File: config.mk
export PLATFORM = sky130hd
export DESIGN_NAME = cdb_arbiter
export DESIGN_NICKNAME = d
export VERILOG_FILES = /design/src/rtl/fcpu_pkg.sv /design/src/rtl/cdb_arbiter_rr_pick.sv /design/src/rtl/cdb_arbiter.sv
export SDC_FILE = /design/constraint.sdc
export NUM_CORES = 1
export LEC_CHECK = 0
export CAP_MARGIN = 10
export CORE_ASPECT_RATIO = 0.7
export CORE_UTILIZATION = 37
export CTS_BUF_LIST = sky130_fd_sc_hd__clkbuf_4 sky130_fd_sc_hd__clkbuf_8 sky130_fd_sc_hd__clkbuf_16
export CTS_CLUSTER_SIZE = 8
export DETAILED_ROUTE_END_ITERATION = 8
export PLACE_DENSITY_LB_ADDON = 0.2
export SYNTH_ARGS = -nofsm -noshare
export SYNTH_HDL_FRONTEND = slang
export SYNTH_HIERARCHICAL = 1
export SYNTH_SLANG_ARGS = --single-unit
File: constraint.sdc
create_clock -name clk -period 7.9 [get_ports clk]
set_input_delay 2.37 -clock clk [delete_from_list [all_inputs] [get_ports clk]]
set_output_delay 2.37 -clock clk [all_outputs]
set_load 0.03 [all_outputs]
File: src/rtl/fcpu_pkg.sv
// Shared CPU-wide widths and the common data bus payload type.
package fcpu_pkg;

  localparam int RSV_ID_W = 4;
  localparam int DATA_W   = 32;
  localparam int CDB_W    = RSV_ID_W + DATA_W;

  typedef struct packed {
    logic [RSV_ID_W-1:0] rsv_id;
    logic [DATA_W-1:0]   data;
  } cdb_t;

endpackage

File: src/rtl/cdb_arbiter_rr_pick.sv
// Rotating priority picker: rotate requests by ptr, take the lowest set bit,
// then map the offset back to an absolute unit index.
module rr_pick #(
  parameter int N     = 3,
  parameter int IDX_W = 2
) (
  input  logic [N-1:0]     req,
  input  logic [IDX_W-1:0] ptr,
  output logic [N-1:0]     gnt,
  output logic [IDX_W-1:0] idx,
  output logic             any
);

  localparam logic [IDX_W:0] N_L = (IDX_W+1)'(N);

  logic [2*N-1:0]   dbl;
  logic [N-1:0]     rot;
  logic [IDX_W-1:0] off;
  logic [IDX_W:0]   sum;

  always_comb begin
    dbl = {req, req} >> ptr;
    rot = dbl[N-1:0];
    any = 1'b0;
    off = '0;
    for (int i = 0; i < N; i++) begin
      if (!any && rot[i]) begin
        any = 1'b1;
        off = IDX_W'(i);
      end
    end
    sum = {1'b0, ptr} + {1'b0, off};
    if (sum >= N_L) sum = sum - N_L;
    idx = sum[IDX_W-1:0];
    gnt = any ? (N'(1) << idx) : '0;
  end

endmodule

File: src/rtl/cdb_arbiter.sv
// Common data bus arbiter: zero-latency grant to one functional unit and a
// registered one-cycle broadcast of the granted result.
module cdb_arbiter
  import fcpu_pkg::*;
#(
  parameter int  N_UNITS = 3,
  parameter int  RR_MODE = 1,
  parameter int  CNT_W   = 16,
  localparam int GNT_W   = (N_UNITS > 1) ? $clog2(N_UNITS) : 1
) (
  input  logic               clk,
  input  logic               nrst,
  input  logic [N_UNITS-1:0] units_cdb_valid,
  input  cdb_t [N_UNITS-1:0] units_cdb,
  output logic [N_UNITS-1:0] units_cdb_ready,
  input  logic               flush,
  output logic [CDB_W-1:0]   cdb,
  output logic               cdb_valid,
  output logic [GNT_W-1:0]   cdb_src,
  output logic [CNT_W-1:0]   bcast_count
);

  logic [N_UNITS-1:0] req_p0;
  logic [N_UNITS-1:0] gnt_p0;
  logic [GNT_W-1:0]   idx_p0;
  logic               xfer_p0;
  logic [GNT_W-1:0]   ptr;
  logic [GNT_W-1:0]   pick_ptr;
  cdb_t               sel_p0;

  cdb_t               cdb_p1;
  logic               vld_p1;
  logic [GNT_W-1:0]   src_p1;
  logic [CNT_W-1:0]   cnt_p1;

  function automatic logic [CNT_W-1:0] sat_inc(input logic [CNT_W-1:0] v);
    return (&v) ? v : v + CNT_W'(1);
  endfunction

  function automatic logic [GNT_W-1:0] ptr_after(input logic [GNT_W-1:0] i);
    return (i == GNT_W'(N_UNITS - 1)) ? '0 : i + GNT_W'(1);
  endfunction

  // Stage p0: combinational request gating, pick and payload select.
  // Reset and flush both mask requests so no grant can leak out.
  assign req_p0   = (nrst && !flush) ? units_cdb_valid : '0;
  assign pick_ptr = (RR_MODE != 0) ? ptr : '0;

  rr_pick #(
    .N     (N_UNITS),
    .IDX_W (GNT_W)
  ) u_pick (
    .req (req_p0),
    .ptr (pick_ptr),
    .gnt (gnt_p0),
    .idx (idx_p0),
    .any (xfer_p0)
  );

  assign units_cdb_ready = gnt_p0;

  always_comb begin
    sel_p0 = '0;
    for (int i = 0; i < N_UNITS; i++) begin
      if (gnt_p0[i]) sel_p0 = units_cdb[i];
    end
  end

  // Stage p1: registered broadcast, round-robin pointer and statistics.
  always_ff @(posedge clk or negedge nrst) begin
    if (!nrst) begin
      cdb_p1 <= '0;
      vld_p1 <= 1'b0;
      src_p1 <= '0;
      cnt_p1 <= '0;
      ptr    <= '0;
    end else begin
      vld_p1 <= xfer_p0;
      cdb_p1 <= sel_p0;
      src_p1 <= xfer_p0 ? idx_p0 : '0;
      if (xfer_p0) begin
        cnt_p1 <= sat_inc(cnt_p1);
        ptr    <= ptr_after(idx_p0);
      end
    end
  end

  assign cdb         = cdb_p1;
  assign cdb_valid   = vld_p1;
  assign cdb_src     = src_p1;
  assign bcast_count = cnt_p1;

endmodule
==> results.cfg <==
[final_layout]
final_common_cell = clkdlybuf4s50_1
fillers = 592
antenna_cells = 0
drive_gt1_frac = 0.1176
area.growth.synth_to_final_pct = 75.85
layout_common_cells = clkdlybuf4s50_1, dfrtp_1, nand2_1, o21ai_0, a22oi_1
final_nets = 573

[sta]
post-route-period-util = 0.9901
worst-slew-pin-transition_ps = 694.8
max-slew-margin-rel = 0.5368
fmax_mhz = 127.8
min_period_ps = 7822
setup_violations = 0
fin_skew_ps = 8.968
hold_violations = 0
setup_tns_ps = 0
slew_viol_final = 0
setup_slack_ps = 78.05

[clock_tree]
htree_num_levels = 3
cts_root_buffer = clkbuf_8
clockBufferDepth = 2
cts.clk_slew.worst_paths_ps = 60
cts.sinks = 57
cts_tree = yes
numCtsBuffers = 9
ctsHoldBuffers = 0
clk_latency_ps = 320

[power]
max-vdd-ir-drop_mv = 0.5919
power_density_nw_per_um2 = 329.7
p_leak_nw = 1.991

[route]
wirelength_um = 8449
drt_iter0_markers = 146
drt-pass1-iter-count = 5
ant_nets = 0
post_drt_via_cell_ratio = 4.950
wl_per_cell_um = 15.17
drc = 0
vias = 2757

[global_routing]
grt_pass1_vias = 2491
grt_overflow = 0
antenna_found_initial = 0
grt_max_degree = 73
grt_pass1_wl_um = 12200
gr-usage-all-layers = 0.2049

[synthesis]
synth_cell_types = 45
synthArstFlopShare = 1.000
syn_inst = 279
synth_seq_area_share = 0.5117
synthFlopType = dfrtp_1
synthesis.nets = 397
avgSynthCellArea_um2 = 9.992
ys_warn_count = 6
synth_seq_cells = 57
synth_area_um2 = 2788
synth-edff-count = 0

[hold_path]
worstHoldEndpoint = bcast_count[10]$_DFFE_PN0P_
min_path_cells = 1
hp-class = flip-flop to flip-flop
worstHoldStart = bcast_count[10]$_DFFE_PN0P_

[floorplanning]
die_area_um2 = 7891
initial_core_util = 0.3826
rows = 26
die_w_um = 105.7
die_height_um = 74.62
core_um2 = 7287
ios = 172

[critical_path]
worst_ep_required_time_ps = 5530
startpoint = flush
timing.rr.end = cdb[25]$_DFF_PN0_
crit_path_start_kind = input port
reg2regPathDepth = 14
end_kind = output pin
cp_max_fo = 4
rrSetupSlack_ps = 4060
r2r_start = pick_ptr[1]$_DFFE_PN0P_
cp.arrival_ps = 5450
critical_path_class = input port to output pin

[job]
maxCapViolations = 0

[status]
status = finished, final reports clean

[placed_design]
routabilityCongestion = 0.8366
dp_hpwl_um = 6286
numPortBuffers = 171
pre_cts_slack_ps = -97.26
[critical path, stage by stage]
cell	delay, ps
clkdlybuf4s50_1	470
nor2b_2	50
and2_4	160
buf_4	140
nand3b_1	190
o311ai_1	100
and2_1	160
ha_1	130
inv_1	50
fa_1	520
inv_1	50
ha_2	190
nor2b_4	170
mux2i_4	290
buf_4	160
nor3_4	40
buf_4	200
[flip-flops by register name, indices dropped and copies added (netlist names)]
name and flops:
cdb 36, bcast_count 16, cdb_src 2, pick_ptr 2
cdb_valid 1
[stage by stage]
step	cell area, um^2	total power, mW	cells	hold WS (ps)	util
after floorplan	2788	0.9155	279	542.3	-
final	4902	1.616	557	508.4	0.6727
after detailed placement	4607	1.250	539	494.7	0.6322
after global routing	4902	1.721	557	540.3	0.6727
after CTS	4851	1.583	556	511.4	0.6657
after global placement	4607	1.226	539	499.4	0.6322
[where the power goes]
part | internal (mW) | switching, mW | leakage (nW)
Clock | 0.191 | 0.105 | 0.113
Combinational | 0.393 | 0.510 | 1.12
Sequential | 0.372 | 0.0449 | 0.760
Total | 0.956 | 0.660 | 1.99
[worst max path at each step]
stage          slack, ps            endpoint  depth (start not counted)
3_5_place_dp        -100  units_cdb_ready[1]                         15
5_1_grt              -30  units_cdb_ready[0]                         17
3_3_place_gp          70  units_cdb_ready[1]                         13
6_report              80  units_cdb_ready[0]                         17
2_1_floorplan        220  units_cdb_ready[0]                         12
4_1_cts               20  units_cdb_ready[1]                         15
[Yosys cell counts (3+ instances only)]
cell	count	share of area
dfrtp_1	57	0.51
nand2_1	46	0.062
o21ai_0	39	0.070
a22oi_1	35	0.094
clkbuf_1	11	0.015
xnor2_1	9	0.028
inv_1	8	0.011
and2_1	6	0.013
buf_2	5	0.0090
nand4_1	5	0.011
and3_1	4	0.0090
nand3b_1	4	0.011
nor2_1	4	0.0054
nor3_1	4	0.0072
ha_1	3	0.013
nor2b_1	3	0.0067
o211ai_1	3	0.0081
[repair_timing]
action	CTS	global route
pin swaps	0	3
endpoints found under the setup margin	2	3
setup buffers	2	1
resized for setup	3	13
hold endpoints to repair	0	0
[metal layers]
layer / global-route usage / vias up / part of all wire
li1: - / 1362 / -
met5: 0 / - / 0
met4: 0.06636 / 0 / 0.013
met2: 0.3420 / 91 / 0.50
met3: 0.06753 / 8 / 0.058
met1: 0.2572 / 1296 / 0.43
[area by class of cell]
type                       instances  area [um^2]  area share
clock buffer                      12        152.6     0.03114
clock inverter                     3        65.06     0.01327
inverter                           8        30.03    0.006126
multi-input combinational        197         1324      0.2700
sequential                        57         1426      0.2910
tap                               98        122.6     0.02501
timing repair buffer             182         1782      0.3635
[cells by family (layout without fill, tap and decap cells)]
kind of cell | after synthesis | count (layout) | synth area share
flip-flops | 57 | 57 | 0.5117
XOR/XNOR | 10 | 10 | 0.03142
AND/OR/NAND/NOR | 88 | 88 | 0.1683
buffers and inverters | 25 | 205 | 0.03590
adder cells (fa/ha/maj) | 4 | 4 | 0.02065
AO/OA/AOI/OAI | 89 | 89 | 0.2069
multiplexers | 6 | 6 | 0.02513
Power figures use the tool's default switching activity.
